File: src/rtl/vram_fill_arbiter.sv
//------------------------------------------------------------------------------
// vram_fill_arbiter
//
// Shares the VRAM system port between the Hack CPU and a hardware fill engine.
// The fill engine writes one 16-bit pattern to VRAM words 0..FILL_WORDS-1
// (for example a clear-screen) while the CPU keeps normal access to VRAM.
// The VGA pixel fetch arbitrates inside VRAM. This block sees it only through
// vram_busy.
//
// Arbitration: the CPU wins whenever cpu_req is high. The fill engine uses
// every cycle the CPU leaves idle. A fill write that vram_busy rejects is
// retried at the same address. No word is skipped or written twice.
//
// Optional feature (compile-time macro VRAM_ARB_FAIR_EN):
//   When the macro is defined, a 4-bit starvation counter tracks consecutive
//   fill cycles lost to the CPU. After 15 such cycles the fill engine takes
//   the next cycle and the CPU sees cpu_busy. A fill therefore waits at most
//   16 cycles for the port. When the macro is undefined, the CPU has strict
//   priority.
//
// Parameters:
//   ADDR_W       VRAM word address width
//   FILL_WORDS   words written per fill (1..2**ADDR_W)
//
// Ports:
//   clk, reset              system clock, synchronous active-high reset
//   cpu_req/cpu_load        CPU access this cycle / write strobe
//   cpu_addr/cpu_din        CPU word address / write data
//   cpu_dout                CPU read data (direct from vram_dout)
//   cpu_busy                CPU access not accepted this cycle
//   fill_start              one-cycle pulse that starts a fill at word 0
//   fill_pattern            fill data, captured on an accepted fill_start
//   fill_busy               fill in progress
//   fill_done               one-cycle pulse after the last fill write
//   vram_load/addr/din      VRAM system port request
//   vram_busy               VRAM rejects the system access this cycle
//   vram_dout               VRAM system read data
//------------------------------------------------------------------------------
module vram_fill_arbiter #(
  parameter int ADDR_W     = 13,
  parameter int FILL_WORDS = 8192
) (
  input  logic              clk,
  input  logic              reset,
  // CPU side
  input  logic              cpu_req,
  input  logic              cpu_load,
  input  logic [ADDR_W-1:0] cpu_addr,
  input  logic [15:0]       cpu_din,
  output logic [15:0]       cpu_dout,
  output logic              cpu_busy,
  // fill control
  input  logic              fill_start,
  input  logic [15:0]       fill_pattern,
  output logic              fill_busy,
  output logic              fill_done,
  // VRAM system port
  output logic              vram_load,
  output logic [ADDR_W-1:0] vram_addr,
  output logic [15:0]       vram_din,
  input  logic              vram_busy,
  input  logic [15:0]       vram_dout
);

  localparam logic [0:0] ST_IDLE = 1'b0;
  localparam logic [0:0] ST_FILL = 1'b1;

  // cnt holds one bit more than the address so that FILL_WORDS = 2**ADDR_W
  // can be represented.
  localparam logic [ADDR_W:0] LAST_CNT = (ADDR_W+1)'(FILL_WORDS - 1);

  logic [0:0]      state_q, state_d;
  logic [ADDR_W:0] cnt_q,   cnt_d;
  logic [15:0]     pat_q,   pat_d;
  logic            done_q,  done_d;

  logic in_fill;      // fill may compete for the port this cycle
  logic force_fill;   // anti-starvation override of the CPU
  logic cpu_grant;
  logic fill_grant;
  logic fill_accept;  // fill write taken by VRAM this cycle

  // While reset is asserted the fill engine must not touch VRAM, even though
  // state_q may still read FILL until the reset edge.
  assign in_fill = (state_q == ST_FILL) && !reset;

`ifdef VRAM_ARB_FAIR_EN
  logic [3:0] starve_q, starve_d;

  assign force_fill = in_fill && (starve_q == 4'd15);
`else
  assign force_fill = 1'b0;
`endif

  assign cpu_grant   = cpu_req && !force_fill;
  assign fill_grant  = in_fill && (!cpu_req || force_fill);
  assign fill_accept = fill_grant && !vram_busy;

  //----------------------------------------------------------------------------
  // Port mux. The path is purely combinational, so CPU accesses see no added
  // latency.
  //----------------------------------------------------------------------------
  assign cpu_dout = vram_dout;

  always_comb begin
    // NOTE: every output of a combinational block gets a default first.
    // A path that leaves a signal unassigned would infer a latch.
    vram_addr = cpu_addr;
    vram_din  = cpu_din;
    vram_load = cpu_grant && cpu_load;
    if (fill_grant) begin
      vram_addr = cnt_q[ADDR_W-1:0];
      vram_din  = pat_q;
      vram_load = 1'b1;
    end
    // A CPU request stalls when VRAM refuses it or when fill takes an
    // anti-starvation cycle.
    cpu_busy = cpu_req && (force_fill || vram_busy);
  end

  //----------------------------------------------------------------------------
  // Fill sequencer
  //----------------------------------------------------------------------------
  always_comb begin
    state_d = state_q;
    cnt_d   = cnt_q;
    pat_d   = pat_q;
    done_d  = 1'b0;

    case (state_q)
      ST_IDLE: begin
        if (fill_start) begin
          pat_d   = fill_pattern;
          cnt_d   = '0;
          state_d = ST_FILL;
        end
      end
      ST_FILL: begin
        // A fill_start during a fill is ignored. The pattern and the address
        // sequence are not affected.
        if (fill_accept) begin
          cnt_d = cnt_q + (ADDR_W+1)'(1);
          if (cnt_q == LAST_CNT) begin
            state_d = ST_IDLE;
            done_d  = 1'b1;
          end
        end
      end
      default: state_d = ST_IDLE;
    endcase
  end

`ifdef VRAM_ARB_FAIR_EN
  // Counts consecutive fill cycles lost to the CPU. starve_q never goes past
  // 15, because at 15 the fill engine wins the cycle and the count clears.
  always_comb begin
    starve_d = starve_q;
    if (!in_fill || fill_grant) begin
      starve_d = '0;
    end else if (cpu_req) begin
      starve_d = starve_q + 4'd1;
    end
  end
`endif

  always_ff @(posedge clk) begin
    // NOTE: state registers use non-blocking assignment (<=). All flops then
    // update together from values sampled before the clock edge.
    if (reset) begin
      state_q <= ST_IDLE;
      cnt_q   <= '0;
      pat_q   <= '0;
      done_q  <= 1'b0;
    end else begin
      state_q <= state_d;
      cnt_q   <= cnt_d;
      pat_q   <= pat_d;
      done_q  <= done_d;
    end
  end

`ifdef VRAM_ARB_FAIR_EN
  always_ff @(posedge clk) begin
    if (reset) begin
      starve_q <= '0;
    end else begin
      starve_q <= starve_d;
    end
  end
`endif

  // fill_done goes high in the same cycle that fill_busy falls.
  assign fill_busy = (state_q == ST_FILL);
  assign fill_done = done_q;

endmodule

File: config.mk
export PLATFORM = sky130hd
export DESIGN_NAME = vram_fill_arbiter
export DESIGN_NICKNAME = d
export VERILOG_FILES = /design/src/rtl/vram_fill_arbiter.sv
export SDC_FILE = /design/constraint.sdc
export NUM_CORES = 1
export LEC_CHECK = 0
export CAP_MARGIN = 10
export CORE_MARGIN = 4
export CORE_UTILIZATION = 33
export DETAILED_ROUTE_END_ITERATION = 7
export PLACE_DENSITY = 0.87
export SLEW_MARGIN = 20
export SYNTH_ARGS = -nofsm -noshare
export SYNTH_HDL_FRONTEND = slang
export SYNTH_SLANG_ARGS = --single-unit
File: constraint.sdc
create_clock -name clk -period 1.89 [get_ports clk]
set_input_delay 0.378 -clock clk [delete_from_list [all_inputs] [get_ports clk]]
set_output_delay 0.378 -clock clk [all_outputs]
set_load 0.01 [all_outputs]
* Yosys cells after proc, flatten, opt, wreduce, memory -nomap -nowiden
Cells that the tools add are included.
Word-level totals: register bits after elaboration 32, output and inout bits 49, input port bits 67, logic and storage cells 32
Operators by class: bitwise operators 2, reductions and logical operators 11, muxes and demuxes 11, equal/unequal tests 3, $add $sub $neg 1
Operators with widths (number):
- $mux W14 | 2
- $pmux W14 S2 | 1
- $mux W16 | 1
- $add A14 B1 Y14 const B | 1
- $eq A14 B13 Y1 const B | 1
- $mux W13 | 1
- $logic_and A1 B1 Y1 | 5
- $mux W1 | 5
- $reduce_and A2 Y1 | 2
- $logic_not A1 Y1 | 3
- $reduce_or A3 Y1 | 1
- $ne A2 B1 Y1 const B | 1
- $ne A2 B2 Y1 const B | 1
- $not A1 Y1 | 2
- $pmux W1 S2 | 1

* Longest topological paths before layout
Gate-level depths: netlist (run 1).
depth in word-level cells 6, depth in mapped cells 5, mapped depth without buffers 5

* Least setup slack after synthesis (run 1)
No wires, ideal clock.
path type reg2out, start point register state_q (netlist: fill_busy), end point output vram_addr[0], data required time 1512 ps, slack -14 ps, stages on the path, launching flop included 4, data arrival time 1526 ps, buffers on the path 1, cells stage by stage dfxtp_1 > nor3b_1 > clkbuf_1 > mux2_2
On the way: word-level cells in the longest chain between the ends 3
RTL lines:
- start: declaration | line 72 | logic [0:0] state_q, state_d;
- start signal: assignment | line 175 | state_q <= state_d;
- $logic_and A1 B1 Y1 | line 85 | assign in_fill = (state_q == ST_FILL) && !reset;
- $logic_and A1 B1 Y1 | line 96 | assign fill_grant = in_fill && (!cpu_req || force_fill);
- $mux W13 | line 111 | if (fill_grant) begin
- end: declaration | line 59 | output logic [ADDR_W-1:0] vram_addr,
No other way between the ends.

* Final worst setup path (run 1)
start point input cpu_req, end point output vram_addr[3]
On the way: word-level cells in the longest chain between the ends 3
RTL lines:
- start: declaration | line 46 | input logic cpu_req,
- $logic_not A1 Y1 | line 96
- $logic_and A1 B1 Y1 | line 96
- $mux W13 | line 111
No other way between the ends.

==> results of run 1 <==
==> cells in the mapped netlist, types with 2 or more instances <==
| library cell | number | area share |
|---|---|---|
| nand3_1 | 2 | 0.0056 |
| clkbuf_1 | 9 | 0.019 |
| nand2b_1 | 2 | 0.0070 |
| a21oi_1 | 21 | 0.059 |
| xnor2_1 | 2 | 0.0098 |
| mux2_2 | 29 | 0.18 |
| nor2_1 | 14 | 0.029 |
| o21ai_0 | 7 | 0.020 |
| or3_1 | 3 | 0.011 |
| nand4_1 | 2 | 0.0070 |
| dfxtp_1 | 32 | 0.36 |
| nand2_1 | 35 | 0.074 |
| o2111ai_1 | 3 | 0.015 |
| and3_1 | 2 | 0.0070 |
| buf_4 | 16 | 0.067 |
| xor2_1 | 5 | 0.025 |
==> sequential cells by signal, summed over array words and instances (netlist names) <==
name / flops
cnt_q: 14
fill_busy: 1
fill_done: 1
pat_q: 16
==> worst min-delay path, cell delays in order, from the launching register on <==
cell and delay, ns:
dfxtp_1 0.31, nand2_1 0.05, a21oi_1 0.05
==> metrics by stage <==
stage	instances	total power, mW	utilization	setup TNS (ns)
final	361	1.68	0.584	-1.31
after global routing	361	1.76	0.584	-2.69
after CTS	361	1.68	0.571	-1.52
after detailed placement	344	1.10	0.512	-24.66
after global placement	344	1.09	0.512	-23.51
after floorplan	204	0.894	-	-0.340
==> where the power goes <==
part           total (mW)  switching, mW  internal [mW]
Clock               0.531          0.235          0.297
Sequential          0.709         0.0125          0.696
Combinational       0.437          0.159          0.278
==> logic make-up (layout without fill, tap and decap cells) <==
kind of cell               count (synthesis)  count (layout)
and+or+nand+nor                           70              70
AOI/OAI and AO/OA                         37              37
DFF                                       32              32
muxes                                     30              30
buffers and inverters                     27             114
xor gates and xnor gates                   7               7
adders and majority gates                  1               1
==> final timing paths <==
kind / to / slack, ns / start / depth (start not counted)
max reg2reg: fill_busy / 0.08 / fill_busy / 5
min reg2reg: pat_q[1] / 0.46 / pat_q[1] / 2
max: vram_addr[3] / -0.1 / cpu_req / 7
min: pat_q[1] / 0.46 / pat_q[1] / 2
==> metal layers <==
metal	track usage	routed length, um
met5	0	0
met4	0.0777	109
met3	0.0340	300
met2	0.306	3030
met1	0.195	2270
==> what timing repair did <==
item / 4_1_cts / 5_1_grt
setup buffers: 7 / 2
gates resized for setup: 185 / 20
setup endpoints to repair: 40 / 37
gates cloned: 2 / 0
pin swaps: 1 / 3
==> final cells by class <==
class                           count  area share
Multi-Input combinational cell    145       0.367
Timing Repair Buffer              105       0.361
Sequential cell                    32       0.212
Tap cell                           70      0.0290
Clock buffer                        8      0.0298
Inverter                            1     0.00124
==> impl_metrics.json, run 1 <==
{
  "outcome": "finished with violations",
  "failed_checks": "negative setup slack",
  "setup_viol": 30,
  "synth_area_um2": 1790,
  "avgRoutedWirePerCell_um": 15.8,
  "crit_chain": "clkdlybuf4s15_2, nor3b_4, buf_6, buf_8, buf_6, mux2_4, buf_6",
  "synth_warnings": 0,
  "tritoncts": "yes",
  "leakagePower_nw": 1.22,
  "fin_skew_ns": 0.00520,
  "drt-pass1-iter-count": 4,
  "max_clock_freq_mhz": 503,
  "hold_violations": 0,
  "final_cell_mix": "clkdlybuf4s50_1, buf_6, nand2_1, dfxtp_1, mux2_4",
  "synth_compound_area_frac": 0.132,
  "syn_inst": 204,
  "drtAntennaViolNets": 0,
  "cts_hold_buf": 0,
  "yosysSeqAreaShare": 0.359,
  "dieWidth_um": 81.6,
  "critPathLaunchType": "input port",
  "track_usage": 0.171,
  "hold_class": "reg2reg",
  "synth_top_family_by_area": "multiplexers",
  "grt_pass1_vias": 1872,
  "syn_nets": 272,
  "rows": 26,
  "drt_iter0_drc": 80,
  "slew_headroom": 0.643,
  "crit_buf_inv": 5,
  "clk_pin_slew_ns": 0.06,
  "design_area_um2": 3020,
  "cp_slowest_cell": "mux2_4",
  "crit_top_cell": "buf_6",
  "via_per_inst": 4.97,
  "cp_top_family": "buffers and inverters",
  "ys_seq_elements": 32,
  "area_delta_synth_final_pct": 69.3,
  "regArea_um2": 642,
  "drive_gt1_frac": 0.340,
  "synth_xor_area_frac": 0.0343,
  "multiInputGateArea_um2": 1110,
  "cts_sinks": 32,
  "worst_path_largest_cell_delay_ns": 0.30,
  "period_needed_ns": 1.99,
  "crit_path_max_fanout": 6,
  "grt-ovfl-total": 0,
  "diodes": 0,
  "layout_commonest_cell": "clkdlybuf4s50_1",
  "hpwl_um": 3910,
  "wl_um": 5710,
  "place_ws_ns": -0.705,
  "endpoint_kind": "primary output",
  "start_util": 0.345,
  "antenna_found_initial": 0,
  "rsz0062_at_grt": "yes",
  "place_area_um2": 2650,
  "syn_area_per_cell_um2": 8.75,
  "vias": 1794,
  "finalCritPeriodShare": 1.05,
  "route.detailed.drc": 0,
  "clk_latency_ns": 0.28,
  "p_per_area_nw_per_um2": 555,
  "vdd_drop_max_v": 0.000292,
  "yosysUniqueCellTypes": 36,
  "cts_made_buffers": 5,
  "die-height_um": 81.6,
  "muxShareOfSynthArea": 0.189,
  "io_pins": 116,
  "core-area_um2": 5170,
  "required_ns": 1.51,
  "grt_pass1_wl_um": 8660,
  "place_congestion": 0.754,
  "worst_hold_slack_ns": 0.455,
  "tightestPinTransition_ns": 0.533,
  "async_flop_share": 0,
  "synthFlopType": "dfxtp_1",
  "synth_edf_count": 0,
  "crit_type": "in2out",
  "synthAdderAreaFrac": 0.00701,
  "maxCapViolations": 0,
  "yosys.area_share.simple": 0.189,
  "fillers": 454,
  "htree_levels": 2,
  "cts_max_path_buffers": 2,
  "arrival_ns": 1.61,
  "port_buffers": 83,
  "clockRootBuffer": "clkbuf_8",
  "die_area_um2": 6650,
  "finalNetCount": 358,
  "worst_slack_ns": -0.0972,
  "slew_viol_final": 0,
  "grt_max_degree": 23
}
No activity file was read; power rests on OpenSTA's default activity.
==> run 2: changes to the inputs <==
--- a/config.mk
+++ b/config.mk
@@ -11,5 +11,6 @@
 export DETAILED_ROUTE_END_ITERATION = 7
 export PLACE_DENSITY = 0.87
-export SLEW_MARGIN = 20
+export SETUP_SLACK_MARGIN = 0.2
+export SLEW_MARGIN = 5
 export SYNTH_ARGS = -nofsm -noshare
 export SYNTH_HDL_FRONTEND = slang
==> constraint.sdc (replaced) <==
create_clock -name clk -period 1.89 [get_ports clk]
set_input_delay 0.4725 -clock clk [delete_from_list [all_inputs] [get_ports clk]]
set_output_delay 0.4725 -clock clk [all_outputs]
set_load 0.01 [all_outputs]
==> impl_metrics.json, run 2 (synthesis results as in run 1) <==
{
  "outcome": "finished with violations",
  "failed_checks": "negative setup slack",
  "min_from": "pat_q[0]",
  "die_area_um2": 6650,
  "vias": 1808,
  "setup_tns_ns": -5.51,
  "tritoncts": "yes",
  "place_ws_ns": -0.881,
  "p_int_mw": 1.39,
  "core-area_um2": 5170,
  "grt_pass1_wl_um": 8660,
  "layout_commonest_cell": "clkdlybuf4s50_1",
  "top_regs": "pat_q (16), cnt_q (14)",
  "via_per_inst": 4.91,
  "area_delta_synth_final_pct": 80.4,
  "final_cell_mix": "clkdlybuf4s50_1, nand2_1, buf_6, dfxtp_1, mux2_4",
  "startpoint": "fill_busy",
  "cts_max_path_buffers": 2,
  "io_pins": 116,
  "holdPathStages": 2,
  "drtAntennaViolNets": 0,
  "slew_viol_final": 0,
  "p_seq_frac": 0.391,
  "worstRegToRegCells": 5,
  "clockPowerShare": 0.352,
  "place_congestion": 0.795,
  "finalNetCount": 365,
  "reg2reg_to": "fill_busy",
  "p_per_area_nw_per_um2": 563,
  "diodes": 0,
  "grt_pass1_vias": 1779,
  "hpwl_um": 3810,
  "reg2reg_slack_ns": -0.02,
  "start_util": 0.345,
  "route.detailed.drc": 0,
  "hold_violations": 0,
  "switchingPower_uw": 425,
  "port_buffers": 83,
  "drt_iter0_drc": 77,
  "leakagePower_nw": 1.32,
  "min_to": "pat_q[0]",
  "largest_register_ffs": 16,
  "grt_max_degree": 22,
  "critPathLaunchType": "register",
  "drt-pass1-iter-count": 4,
  "max_clock_freq_mhz": 470,
  "required_ns": 1.42,
  "clk_latency_ns": 0.28,
  "period_needed_ns": 2.13,
  "finalCritPeriodShare": 1.12,
  "drive_gt1_frac": 0.383,
  "crit_path_max_fanout": 8,
  "clk_pin_slew_ns": 0.07,
  "crit_type": "reg2out",
  "fin_skew_ns": 0.00233,
  "wl_um": 5700,
  "dieWidth_um": 81.6,
  "cts_sinks": 32,
  "track_usage": 0.173,
  "hold_class": "reg2reg",
  "worst_hold_slack_ns": 0.451,
  "sw_frac_of_total": 0.235,
  "place_area_um2": 2790,
  "power_frac_comb": 0.257,
  "regMostFlops": "pat_q",
  "htree_levels": 2,
  "maxCapViolations": 0,
  "reg2reg_from": "fill_busy",
  "arrival_ns": 1.65,
  "cts_hold_buf": 0,
  "grt-ovfl-total": 0,
  "endpoint_kind": "primary output",
  "slew_headroom": 0.717,
  "setup_viol": 32,
  "power_mw": 1.81,
  "avgRoutedWirePerCell_um": 15.5,
  "worst_slack_ns": -0.236,
  "design_area_um2": 3220,
  "die-height_um": 81.6,
  "antenna_found_initial": 0,
  "rows": 26,
  "tightestPinTransition_ns": 0.422,
  "rsz0062_at_grt": "yes",
  "vdd_drop_max_v": 0.000291,
  "cts_made_buffers": 5,
  "clockRootBuffer": "clkbuf_8"
}
run 2: power by group through the flow:
stage                     registers (mW)  clock network [mW]  logic, mW
after global routing               0.711               0.684      0.495
after CTS                          0.709               0.652      0.456
final                              0.709               0.639      0.466
after global placement             0.723                   0      0.399
after detailed placement           0.724                   0      0.406
after floorplan                    0.722                   0      0.204
run 2: layout make-up:
cell class | count | area, um^2
clock buffer | 6 | 72.6
clock inverter | 2 | 35.0
fill | 423 | 1950
inverter | 1 | 3.75
multi-input combinational | 145 | 1180
sequential | 32 | 642
tap | 70 | 87.6
timing repair buffer | 112 | 1200
run 2: worst max-delay path by stage:
stage / end / slack (ns) / depth (start not counted)
after global routing: vram_addr[11] / -0.30 / 6
after floorplan: cnt_q[12] / 0.05 / 4
after CTS: vram_addr[12] / -0.24 / 6
after detailed placement: vram_addr[10] / -0.88 / 5
after global placement: vram_addr[10] / -0.88 / 5
final: vram_addr[11] / -0.24 / 6
run 2: metal layers:
| layer | global-route usage | up-vias | part of all wire | wire length (um) |
|---|---|---|---|---|
| met2 | 0.311 | 67 | 0.52 | 2980 |
| met1 | 0.194 | 849 | 0.39 | 2230 |
| met4 | 0.0659 | 0 | 0.016 | 91 |
| li1 | - | 881 | - | - |
| met3 | 0.0439 | 11 | 0.070 | 399 |
| met5 | 0 | - | 0 | 0 |
run 2: through the flow:
| stage | util | std cells |
|---|---|---|
| after floorplan | - | 204 |
| after global placement | 0.538 | 346 |
| after detailed placement | 0.538 | 346 |
| after CTS | 0.610 | 365 |
| after global routing | 0.623 | 368 |
| final | 0.623 | 368 |
run 2: worst max-delay path: stages (launching register included):
cell	delay, ns
dfxtp_2	0.34
nor3b_4	0.22
buf_4	0.14
buf_6	0.11
buf_16	0.13
mux2_4	0.30
buf_6	0.12
run 2: what timing repair did:
item                       in CTS  in global routing
resized for setup             187                 11
setup endpoints to repair      46                 44
cloned                          3                  0
pin swaps                       9                  6
buffers inserted                8                  3
==> run 3: changes to the inputs <==
CORE_ASPECT_RATIO = 1.75   (was not set)
CORE_UTILIZATION = 36   (was 33)
PLACE_DENSITY = 0.9   (was 0.87)
clock period = 2.4 ns   (was 1.89 ns; I/O delays follow)
==> impl_metrics.json, run 3 (synthesis results as in run 1) <==
{
  "drive_gt1_frac": 0.351,
  "post-route-util": 0.648,
  "clockPowerShare": 0.325,
  "grt-ovfl-total": 0,
  "sw_frac_of_total": 0.240,
  "grt_pass1_wl_um": 8890,
  "fillers": 356,
  "antenna_found_initial": 0,
  "die-height_um": 101,
  "grt_pass1_vias": 1977,
  "maxCapViolations": 0,
  "area_delta_synth_final_pct": 72.2,
  "multiInputGateArea_um2": 1110,
  "clk_latency_ns": 0.27,
  "rsz0062_at_grt": "yes",
  "hold_class": "reg2reg",
  "max_clock_freq_mhz": 413,
  "route.detailed.drc": 0,
  "drt-pass1-iter-count": 4,
  "finalNetCount": 364,
  "track_usage": 0.186,
  "crit_buf_inv": 5,
  "core-area_um2": 4750,
  "power_mw": 1.36,
  "hold_violations": 0,
  "cts_sinks": 32,
  "crit_path_end": "vram_addr[2]",
  "p_per_area_nw_per_um2": 442,
  "worst_slack_ns": -0.0241,
  "cts_max_path_buffers": 2,
  "clk_pin_slew_ns": 0.06,
  "setup_tns_ns": -0.286,
  "htree_levels": 2,
  "crit_type": "in2out",
  "largest_register_ffs": 16,
  "rows": 33,
  "regArea_um2": 641,
  "start_util": 0.376,
  "fin_skew_ns": 0.00504,
  "drt_iter0_drc": 35,
  "worst_path_largest_cell_delay_ns": 0.30,
  "die_area_um2": 6190,
  "period_needed_ns": 2.42,
  "clockRootBuffer": "clkbuf_8",
  "slew_viol_final": 0,
  "reg2reg_to": "fill_busy",
  "port_buffers": 83,
  "final_cell_mix": "clkdlybuf4s50_1, buf_6, nand2_1, dfxtp_1, mux2_4",
  "io_pins": 116,
  "regMostFlops": "pat_q",
  "startpoint": "reset",
  "arrival_ns": 1.82,
  "crit_chain": "buf_8, nor3b_4, buf_4, buf_6, buf_12, mux2_4, buf_6",
  "outcome": "finished with violations",
  "wl_um": 5870,
  "hpwl_um": 3720,
  "vdd_drop_max_v": 0.000408,
  "drtAntennaViolNets": 0,
  "tritoncts": "yes",
  "power_frac_comb": 0.264,
  "p_int_mw": 1.03,
  "crit_top_cell": "buf_6",
  "min_from": "pat_q[5]",
  "via_per_inst": 5.29,
  "avgRoutedWirePerCell_um": 16.9,
  "dieWidth_um": 61.2,
  "tightestPinTransition_ns": 0.441,
  "place_congestion": 0.775,
  "switchingPower_uw": 326,
  "cts_hold_buf": 0,
  "vias": 1842,
  "cp_top_family": "buffers and inverters",
  "crit_path_max_fanout": 8,
  "endpoint_kind": "primary output",
  "critPathLaunchType": "input port",
  "leakagePower_nw": 1.28,
  "layout_commonest_cell": "clkdlybuf4s50_1",
  "reg2reg_from": "fill_busy",
  "cts_made_buffers": 5,
  "grt_max_degree": 23,
  "failed_checks": "negative setup slack",
  "slew_headroom": 0.703,
  "finalCritPeriodShare": 1.01,
  "worstRegToRegCells": 5,
  "p_seq_frac": 0.411,
  "reg2reg_slack_ns": 0.49,
  "setup_viol": 18,
  "diodes": 0,
  "required_ns": 1.80,
  "cp_slowest_cell": "mux2_4",
  "top_regs": "pat_q (16), cnt_q (14)",
  "cp.depth": 7
}
-- run 3: changes by cell type in the layout (fill, tap and decap cells not counted), moves of 2 or more --
cell | before | now
a21oi_1 | 19 | 21
a21oi_2 | 2 | 0
buf_16 | 2 | 0
buf_2 | 6 | 0
buf_6 | 32 | 40
clkbuf_8 | 5 | 7
clkdlybuf4s50_1 | 47 | 49
-- run 3: area by class of cell --
class | instances | share of cell area
clock buffer | 7 | 0.0313
timing repair buffer | 111 | 0.376
inverter | 1 | 0.00122
sequential | 32 | 0.208
tap | 52 | 0.0212
multi-input combinational | 145 | 0.362
-- run 3: worst min-delay path by stage --
stage / end / slack [ns] / cells past startpoint
finish: pat_q[5] / 0.46 / 2
global route: pat_q[12] / 0.48 / 2
CTS: pat_q[5] / 0.46 / 2
detailed placement: pat_q[5] / 0.45 / 2
global placement: pat_q[12] / 0.44 / 2
floorplan: pat_q[0] / 0.43 / 2
-- run 3: worst reg2reg max path, delay by kind of cell, from the launching register on --
kind                   cells  cell delay [ns]
and+or+nand+nor            4             1.27
buffers and inverters      1             0.16
DFF                        1             0.36
-- run 3: metrics by stage --
stage / instances / setup WS [ns] / cell area (um^2) / hold WS (ns)
final: 348 / -0.0241 / 3080 / 0.458
after detailed placement: 326 / -0.614 / 2630 / 0.448
after CTS: 343 / 0.0220 / 2960 / 0.461
after global placement: 326 / -0.541 / 2630 / 0.440
after floorplan: 204 / 0.172 / 1790 / 0.433
after global routing: 348 / -0.0447 / 3080 / 0.481
-- run 3: what timing repair did --
action | CTS | global route
pin swaps | 1 | 4
endpoints found under the setup margin | 37 | 31
setup buffers | 8 | 5
cloned | 2 | 0
resized for setup | 194 | 22
-- run 3: power by group through the flow --
stage,registers (mW),clock network [mW],logic (mW)
after floorplan,0.568,0,0.136
after global placement,0.568,0,0.287
after detailed placement,0.569,0,0.294
after CTS,0.558,0.452,0.336
after global routing,0.560,0.478,0.380
final,0.559,0.441,0.359
-- run 3: per-layer routing --
layer / up-vias / share of wire / routed length, um / GRT usage
met1: 885 / 0.35 / 2080 / 0.200
met2: 64 / 0.56 / 3270 / 0.334
li1: 878 / - / - / -
met5: - / 0 / 0 / 0
met4: 0 / 0.029 / 173 / 0.0701
met3: 15 / 0.058 / 343 / 0.0459
